**src/rtl/fifo_reader.sv**
```systemverilog
// fifo_reader: paces read strobes to an edge-detecting FIFO, one word in
// flight, and presents each word downstream over a valid/ready handshake.
module fifo_reader #(
    parameter int HOLD_CYCLES = 4,
    parameter int GAP_CYCLES  = 4,
    parameter int FRAME_WORDS = 76800
) (
    input  logic        clk,
    input  logic        reset_n,
    input  logic        enable,
    input  logic        d_available,
    input  logic [15:0] r_data,
    output logic        r_en,
    output logic [15:0] out_data,
    output logic [7:0]  out_r,
    output logic [7:0]  out_g,
    output logic [7:0]  out_b,
    output logic        out_valid,
    input  logic        out_ready,
    output logic [16:0] word_count,
    output logic        frame_done
);
    localparam int MAX_PH = (HOLD_CYCLES > GAP_CYCLES) ? HOLD_CYCLES : GAP_CYCLES;
    localparam int CW = $clog2(MAX_PH + 1);
    localparam logic [CW-1:0] HOLD_LAST = CW'(HOLD_CYCLES - 1);
    localparam logic [CW-1:0] GAP_LAST  = CW'(GAP_CYCLES - 1);
    localparam logic [16:0] LAST_WORD   = 17'(FRAME_WORDS - 1);

    typedef enum logic [2:0] {
        IDLE,
        STROBE_HI,
        STROBE_LO,
        CAPTURE,
        PRESENT
    } state_t;

    state_t        state_q, state_d;
    logic [CW-1:0] ph_q, ph_d;
    logic          r_en_q, r_en_d;
    logic [15:0]   out_data_q, out_data_d;
    logic          out_valid_q, out_valid_d;
    logic [16:0]   wc_q, wc_d;
    logic          fd_q, fd_d;

    always_comb begin
        state_d     = state_q;
        ph_d        = ph_q;
        out_data_d  = out_data_q;
        out_valid_d = out_valid_q;
        wc_d        = wc_q;
        fd_d        = 1'b0;
        unique case (state_q)
            IDLE: begin
                if (enable && d_available) begin
                    state_d = STROBE_HI;
                    ph_d    = '0;
                end
            end
            STROBE_HI: begin
                if (ph_q == HOLD_LAST) begin
                    state_d = STROBE_LO;
                    ph_d    = '0;
                end else begin
                    ph_d = ph_q + 1'b1;
                end
            end
            STROBE_LO: begin
                if (ph_q == GAP_LAST) begin
                    state_d = CAPTURE;
                    ph_d    = '0;
                end else begin
                    ph_d = ph_q + 1'b1;
                end
            end
            CAPTURE: begin
                out_data_d  = r_data;
                out_valid_d = 1'b1;
                state_d     = PRESENT;
            end
            PRESENT: begin
                if (out_valid_q && out_ready) begin
                    out_valid_d = 1'b0;
                    state_d     = IDLE;
                    if (wc_q == LAST_WORD) begin
                        wc_d = '0;
                        fd_d = 1'b1;
                    end else begin
                        wc_d = wc_q + 17'd1;
                    end
                end
            end
            default: state_d = IDLE;
        endcase
        // Registered from the next state so r_en is high exactly in STROBE_HI.
        r_en_d = (state_d == STROBE_HI);
    end

    always_ff @(posedge clk) begin
        if (!reset_n) begin
            state_q     <= IDLE;
            ph_q        <= '0;
            r_en_q      <= 1'b0;
            out_data_q  <= '0;
            out_valid_q <= 1'b0;
            wc_q        <= '0;
            fd_q        <= 1'b0;
        end else begin
            state_q     <= state_d;
            ph_q        <= ph_d;
            r_en_q      <= r_en_d;
            out_data_q  <= out_data_d;
            out_valid_q <= out_valid_d;
            wc_q        <= wc_d;
            fd_q        <= fd_d;
        end
    end

    assign r_en       = r_en_q;
    assign out_data   = out_data_q;
    assign out_valid  = out_valid_q;
    assign word_count = wc_q;
    assign frame_done = fd_q;
    assign out_r      = {out_data_q[15:11], out_data_q[15:13]};
    assign out_g      = {out_data_q[10:5], out_data_q[10:9]};
    assign out_b      = {out_data_q[4:0], out_data_q[4:2]};
endmodule

```
**config.mk**
```make
export PLATFORM = sky130hd
export DESIGN_NAME = fifo_reader
export DESIGN_NICKNAME = d
export VERILOG_FILES = /design/src/rtl/fifo_reader.sv
export SDC_FILE = /design/constraint.sdc
export NUM_CORES = 1
export LEC_CHECK = 0
export ABC_AREA = 0
export ABC_CLOCK_PERIOD_IN_PS = 2600
export BUFFER_PORTS_ARGS = -buffer_cell sky130_fd_sc_hd__buf_2
export CORE_MARGIN = 2
export CORE_UTILIZATION = 50
export CTS_BUF_LIST = sky130_fd_sc_hd__clkbuf_2
export DETAILED_ROUTE_END_ITERATION = 6
export PLACE_DENSITY = 0.81
export SLEW_MARGIN = 0
export SYNTH_ARGS = -nofsm -noshare
export SYNTH_HDL_FRONTEND = slang
export SYNTH_SLANG_ARGS = --single-unit
```
**constraint.sdc**
```tcl
create_clock -name clk -period 2.6 [get_ports clk]
set_clock_uncertainty 0.1 [all_clocks]
set_input_delay 0.26 -clock clk [delete_from_list [all_inputs] [get_ports clk]]
set_output_delay 0.26 -clock clk [all_outputs]
set_load 0.005 [all_outputs]
```
==> results of run 1 <==
[flip-flops by register name, indices dropped and copies added (netlist names)]
register / count
out_data: 16
state_q: 3
r_en: 1
frame_done: 1
out_valid: 1
ph_q: 3
word_count: 17
[cell usage in the layout, fill, tap and decap left out, types with 3 or more instances in the layout]
cell	synthesis	routed
a21oi_1	7	7
a21boi_0	17	17
xor2_1	4	4
nor4_1	5	5
mux2i_1	4	4
o21ai_0	6	6
dfxtp_1	42	42
nand3_1	7	7
and4_1	5	5
clkbuf_2	0	5
nand4_1	4	4
nor2b_1	3	3
nor3_1	6	6
dlygate4sd3_1	0	16
or2_2	3	3
buf_2	1	80
xnor2_1	7	7
and2_1	3	3
and3_1	4	4
nand2_1	43	43
nor2_1	14	14
nor4b_1	3	3
[what timing repair did]
action | CTS | global route
hold buffers | 16 | 0
hold endpoints to repair | 16 | 0
gates resized for setup | 0 | 0
[critical path, cell delays in order (launching register included)]
cell and delay (ps):
dfxtp_1 540, or3b_4 490, or4_1 540, or3_1 330, a21oi_1 140
[per-layer routing]
layer	up-vias	GRT usage, %	share of wire [%]
met5	-	0	0
met4	0	9.00	1.3
met3	6	7.57	5.2
met2	48	32.6	48
met1	854	24.9	45
li1	945	-	-
[where the power goes]
group	total (mW)	internal, mW	switching [mW]
logic	0.0640	0.0394	0.0246
registers	0.652	0.649	0.00372
clock network	0.255	0.0535	0.202
[worst min-delay path by stage]
stage	start	to	slack, ps
after floorplan	r_data[0]	out_data[0]	300
after global placement	ph_q[2]	ph_q[2]	330
after detailed placement	ph_q[2]	ph_q[2]	340
after CTS	d_available	state_q[0]	90
after global routing	d_available	state_q[0]	60
final	d_available	state_q[0]	110
[layout make-up]
cell class                 instances  area (sq um)
clock inverter                     1          3.75
tap                               50          62.6
fill                             342          1480
inverter                           1          3.75
timing repair buffer              97           568
sequential                        42           841
clock buffer                       5          25.0
multi-input combinational        164           988
[cells by family (layout without fill, tap and decap cells)]
logic type | count (synthesis) | count (layout) | share of synthesized area, %
mux | 6 | 6 | 3.04
fa+ha+maj | 2 | 2 | 1.21
xor+xnor | 11 | 11 | 4.68
buf+inv | 35 | 104 | 11.2
simple gates | 108 | 108 | 27.2
flops | 42 | 42 | 40.8
compound gates | 37 | 37 | 11.9
==> key figures, run 1 <==
Status
  • Status: finished clean

Worst setup path
  • R2R Setup Slk: 410 ps
  • Worst R2R Start: state_q[2]
  • Crit-path max FO: 12
  • Crit path kind: reg2reg
  • Req. time, crit path: 2850 ps
  • FF-to-FF path depth: 4
  • Worst Setup Start Kind: flip-flop
  • CP Data Arrival Time: 2440 ps
  • R2R Path End: word_count[11]
  • Crit. End Element: flip-flop
  • Launch point of the worst path: state_q[2]
  • Crit path to: word_count[11]

Global route
  • Gr ovfl total: 0
  • First-pass GRT wire length: 7.00 mm
  • GRT Util Overall: 20.6%
  • Vias in the first global route: 1587
  • Largest net degree at the start of global routing: 35
  • Initial antenna violation count: 0

Die
  • Die Ht: 68.2 um
  • Ports: 81
  • FP Rows: 23
  • Die Wd: 68.2 um
  • Die area: 4650 sq um
  • Core area: 3970 sq um
  • Initial Util: 51.9%

Drt
  • Initial DRT Pass Iterations: 4
  • Avg Vias per Cell: 5.15
  • Average wire per standard cell: 12.7 um
  • Detail Route Antenna Nets: 0
  • Initial DRC count: 87
  • WL final: 4.56 mm
  • DRC violations left: 0
  • Via Count: 1853

Logic synthesis
  • Unique cell type count in the Yosys netlist: 39
  • Flops & latches, synth: 42
  • Asr flop ratio synth: 0%
  • Cells after Synth: 241
  • Syn avg cell area: 8.55 sq um
  • Most frequent cell after synthesis: nand2_1
  • Yosys warning count: 0
  • Synth top area share: 40.8%
  • Post-synth top area cell: dfxtp_1
  • Most frequent cells after synthesis: nand2_1 (43), dfxtp_1 (42), buf_4 (24)
  • Post-synth EDFFs: 0
  • Synthesized cell area: 2060 sq um
  • Post-synth top flop: dfxtp_1
  • Sequential share of the synthesized area: 40.8%
  • Syn nets: 264
  • Top post-synthesis cells by area: dfxtp_1 (41%), buf_4 (8.7%), nand2_1 (7.8%)

Timing
  • Hold WS: 105 ps
  • F_max: 0.456 GHz
  • Final period utilization: 84.4%
  • Slew @ Worst Pin: 634 ps
  • Max_slew headroom: 57.4%
  • Slew Limit Fails: 0
  • Final Hold Viols: 0
  • Post-layout min period: 2190 ps
  • RSZ-0062 raised after global routing: no
  • Setup TNS: 0 ps
  • Setup WS post-layout: 407 ps
  • Setup violations, final: 0

Cells and area
  • Final core utilization: 62.8%
  • P&R area growth vs syn: 21.0%
  • Final nets: 334
  • Share of cells above drive strength 1: 30.3%
  • # diodes: 0
  • Final Instance Area: 2490 sq um
  • Final Non-Filler Cells: 360

Clock tree
  • Clk buf depth: 2
  • Reg clk slew, reported paths: 200 ps
  • CTS Buf Count: 5
  • Sink Count: 42
  • TritonCTS clock tree: done
  • Clock Latency Late Sink: 400 ps
  • CTS root buffer: clkbuf_2
  • H-tree Lvls: 2
  • Number of post-CTS setup repair buffers: 0

Placed design
  • Port bufs: 80
  • HPWL Detailed: 3.05 mm
  • Cell total after placement: 338
  • GPL Wtd Cong: 0.803
  • Placement-stage cell area: 2300 sq um
  • Post-placement worst setup slack: 442 ps

Pwr
  • Leak Pwr: 1.11 nW
  • Worst vdd ir: 0.264 mV
  • Overall power: 0.972 mW
  • Power Dens Cells: 390 nW/um^2

Hold path
  • Hold path depth: 3
  • Worst min-delay path class: in2reg

Job
  • Max Cap Viol: 0
Note: power is estimated with default switching activity, not from simulation.
==> inputs of run 2 (changes only) <==
- ABC_CLOCK_PERIOD_IN_PS: 2600 -> 2100
- clock period: 2.6 -> 2.1 ns (I/O delays scaled with it)
==> run 2 against run 1 <==
Via count is 2.6% higher. Core utilization is 2.6 points higher. Clock power is 24% higher. Combinational power is 38% higher. Critical path type unchanged. Worst hold slack worse by 53 ps. Register-to-register slack worse by 260 ps. Global-route usage is 0.78 points higher. Sequential share of layout area is 1.3 points lower. Largest cell class unchanged. Critical path depth stayed put. Flip-flop and latch count stayed put. Setup slack worse by 260 ps. Count of clock-buffer cells in the layout stayed put.
==> key figures, run 2 (synthesis gave the netlist of run 1 again) <==
Cells and area
  • # diodes: 0
  • P&R area growth vs syn: 25.9%
  • Share of cells above drive strength 1: 32.6%
  • Commonest non-fill, non-tap cell in the layout: buf_2
  • Final core utilization: 65.3%
  • Most frequent cells in the layout: buf_2 (80), nand2_1 (43), dfxtp_1 (42), a21boi_0 (17), dlygate4sd3_1 (17)
  • Max reg flops: 17
  • Filler cell count: 325
  • Final nets: 346

Drt
  • Detail Route Antenna Nets: 0
  • Initial DRT Pass Iterations: 4
  • DRC violations left: 0
  • Initial DRC count: 73
  • WL final: 4.69 mm
  • Average wire per standard cell: 12.6 um
  • Via Count: 1902
  • Avg Vias per Cell: 5.11

Clock tree
  • Clock Latency Late Sink: 410 ps
  • CTS Buf Count: 5
  • Reg clk slew, reported paths: 200 ps
  • Clk buf depth: 2
  • TritonCTS clock tree: done
  • Sink Count: 42
  • H-tree Lvls: 2
  • CTS root buffer: clkbuf_2
  • Number of post-CTS setup repair buffers: 0

Die
  • Die Wd: 68.2 um
  • Die Ht: 68.2 um
  • Core area: 3970 sq um
  • Initial Util: 51.9%
  • Die area: 4650 sq um
  • Ports: 81
  • FP Rows: 23

Placed design
  • HPWL Detailed: 3.14 mm
  • GPL Wtd Cong: 0.809
  • Port bufs: 80

Job
  • Max Cap Viol: 0

Pwr
  • Flop pwr share: 66.6%
  • Leak Pwr: 1.18 nW
  • Pint: 0.923 mW
  • P_sw: 0.287 mW
  • Logic pwr share: 7.3%
  • Clock power share: 26.1%
  • Net Sw Frac: 23.7%
  • Worst vdd ir: 0.256 mV
  • Power Dens Cells: 467 nW/um^2

Worst setup path
  • Worst Setup Start Kind: flip-flop
  • Crit path to: word_count[11]
  • Crit-path max FO: 8
  • Crit path kind: reg2reg
  • Worst R2R Start: state_q[1]
  • CP Data Arrival Time: 2210 ps
  • R2R Path End: word_count[11]
  • R2R Setup Slk: 150 ps
  • FF-to-FF path depth: 4
  • Req. time, crit path: 2350 ps
  • Launch point of the worst path: state_q[1]
  • Crit. End Element: flip-flop

Timing
  • Setup violations, final: 0
  • Final Hold Viols: 0
  • Post-layout min period: 1950 ps
  • Slew Limit Fails: 0
  • Final period utilization: 93.1%
  • F_max: 0.512 GHz
  • Slew @ Worst Pin: 426 ps
  • Setup TNS: 0 ps
  • RSZ-0062 raised after global routing: no
  • Max_slew headroom: 71.4%

Global route
  • Largest net degree at the start of global routing: 25
  • Vias in the first global route: 1661
  • GRT Util Overall: 21.4%
  • First-pass GRT wire length: 7.42 mm
  • Gr ovfl total: 0
  • Initial antenna violation count: 0

Hold path
  • Worst min-delay path class: in2reg

Status
  • Status: finished clean
[run 2: power by group through the flow]
stage / clock, mW / sequential, mW / combinational [mW]
after floorplan: 0 / 0.821 / 0.0332
after global placement: 0 / 0.821 / 0.0618
after detailed placement: 0 / 0.822 / 0.0629
after CTS: 0.322 / 0.806 / 0.0874
after global routing: 0.345 / 0.807 / 0.0982
final: 0.316 / 0.806 / 0.0883
[run 2: per-stage QoR]
step | cells | setup WS [ps] | area, sq um | hold slack, ps | power, mW
5_1_grt | 372 | 25.1 | 2590 | 63.1 | 1.25
3_5_place_dp | 349 | 102 | 2390 | 330 | 0.885
2_1_floorplan | 241 | 179 | 2060 | 255 | 0.854
6_report | 372 | 146 | 2590 | 52.3 | 1.21
3_3_place_gp | 349 | 227 | 2390 | 325 | 0.883
4_1_cts | 372 | 82.3 | 2580 | 29.7 | 1.21
[run 2: worst min path at each step]
stage / from / endpoint / slack, ps / cells after the start
final: d_available / state_q[0] / 50 / 3
after global routing: d_available / state_q[0] / 60 / 3
after CTS: d_available / state_q[0] / 30 / 3
after detailed placement: ph_q[2] / ph_q[2] / 330 / 2
after global placement: ph_q[2] / ph_q[2] / 320 / 2
after floorplan: r_data[0] / out_data[0] / 250 / 2
[run 2: critical path, stage by stage (launching register included)]
cell and delay [ps]:
dfxtp_1 430, or3b_4 400, or4_1 530, or3_1 320, a21oi_1 140
[run 2: area by class of cell]
cell class	instances	area [sq um]	area share, %
repair buffers	109	661	25.5
inverters	1	3.75	0.145
multi-input cells	164	997	38.4
clock inverters	1	3.75	0.145
flip-flops and latches	42	841	32.4
well taps	50	62.6	2.41
clock buffers	5	25.0	0.965
[run 2: routing by layer]
metal  track usage [%]  wire length, um
met5                 0                0
met4              9.50               55
met3              4.61              256
met2              36.0             2250
met1              26.0             2120
[run 2: repair_timing]
item,in CTS,in global routing
setup endpoints to repair,0,1
hold endpoints to repair,17,0
hold buffers,17,0
resized for setup,0,1
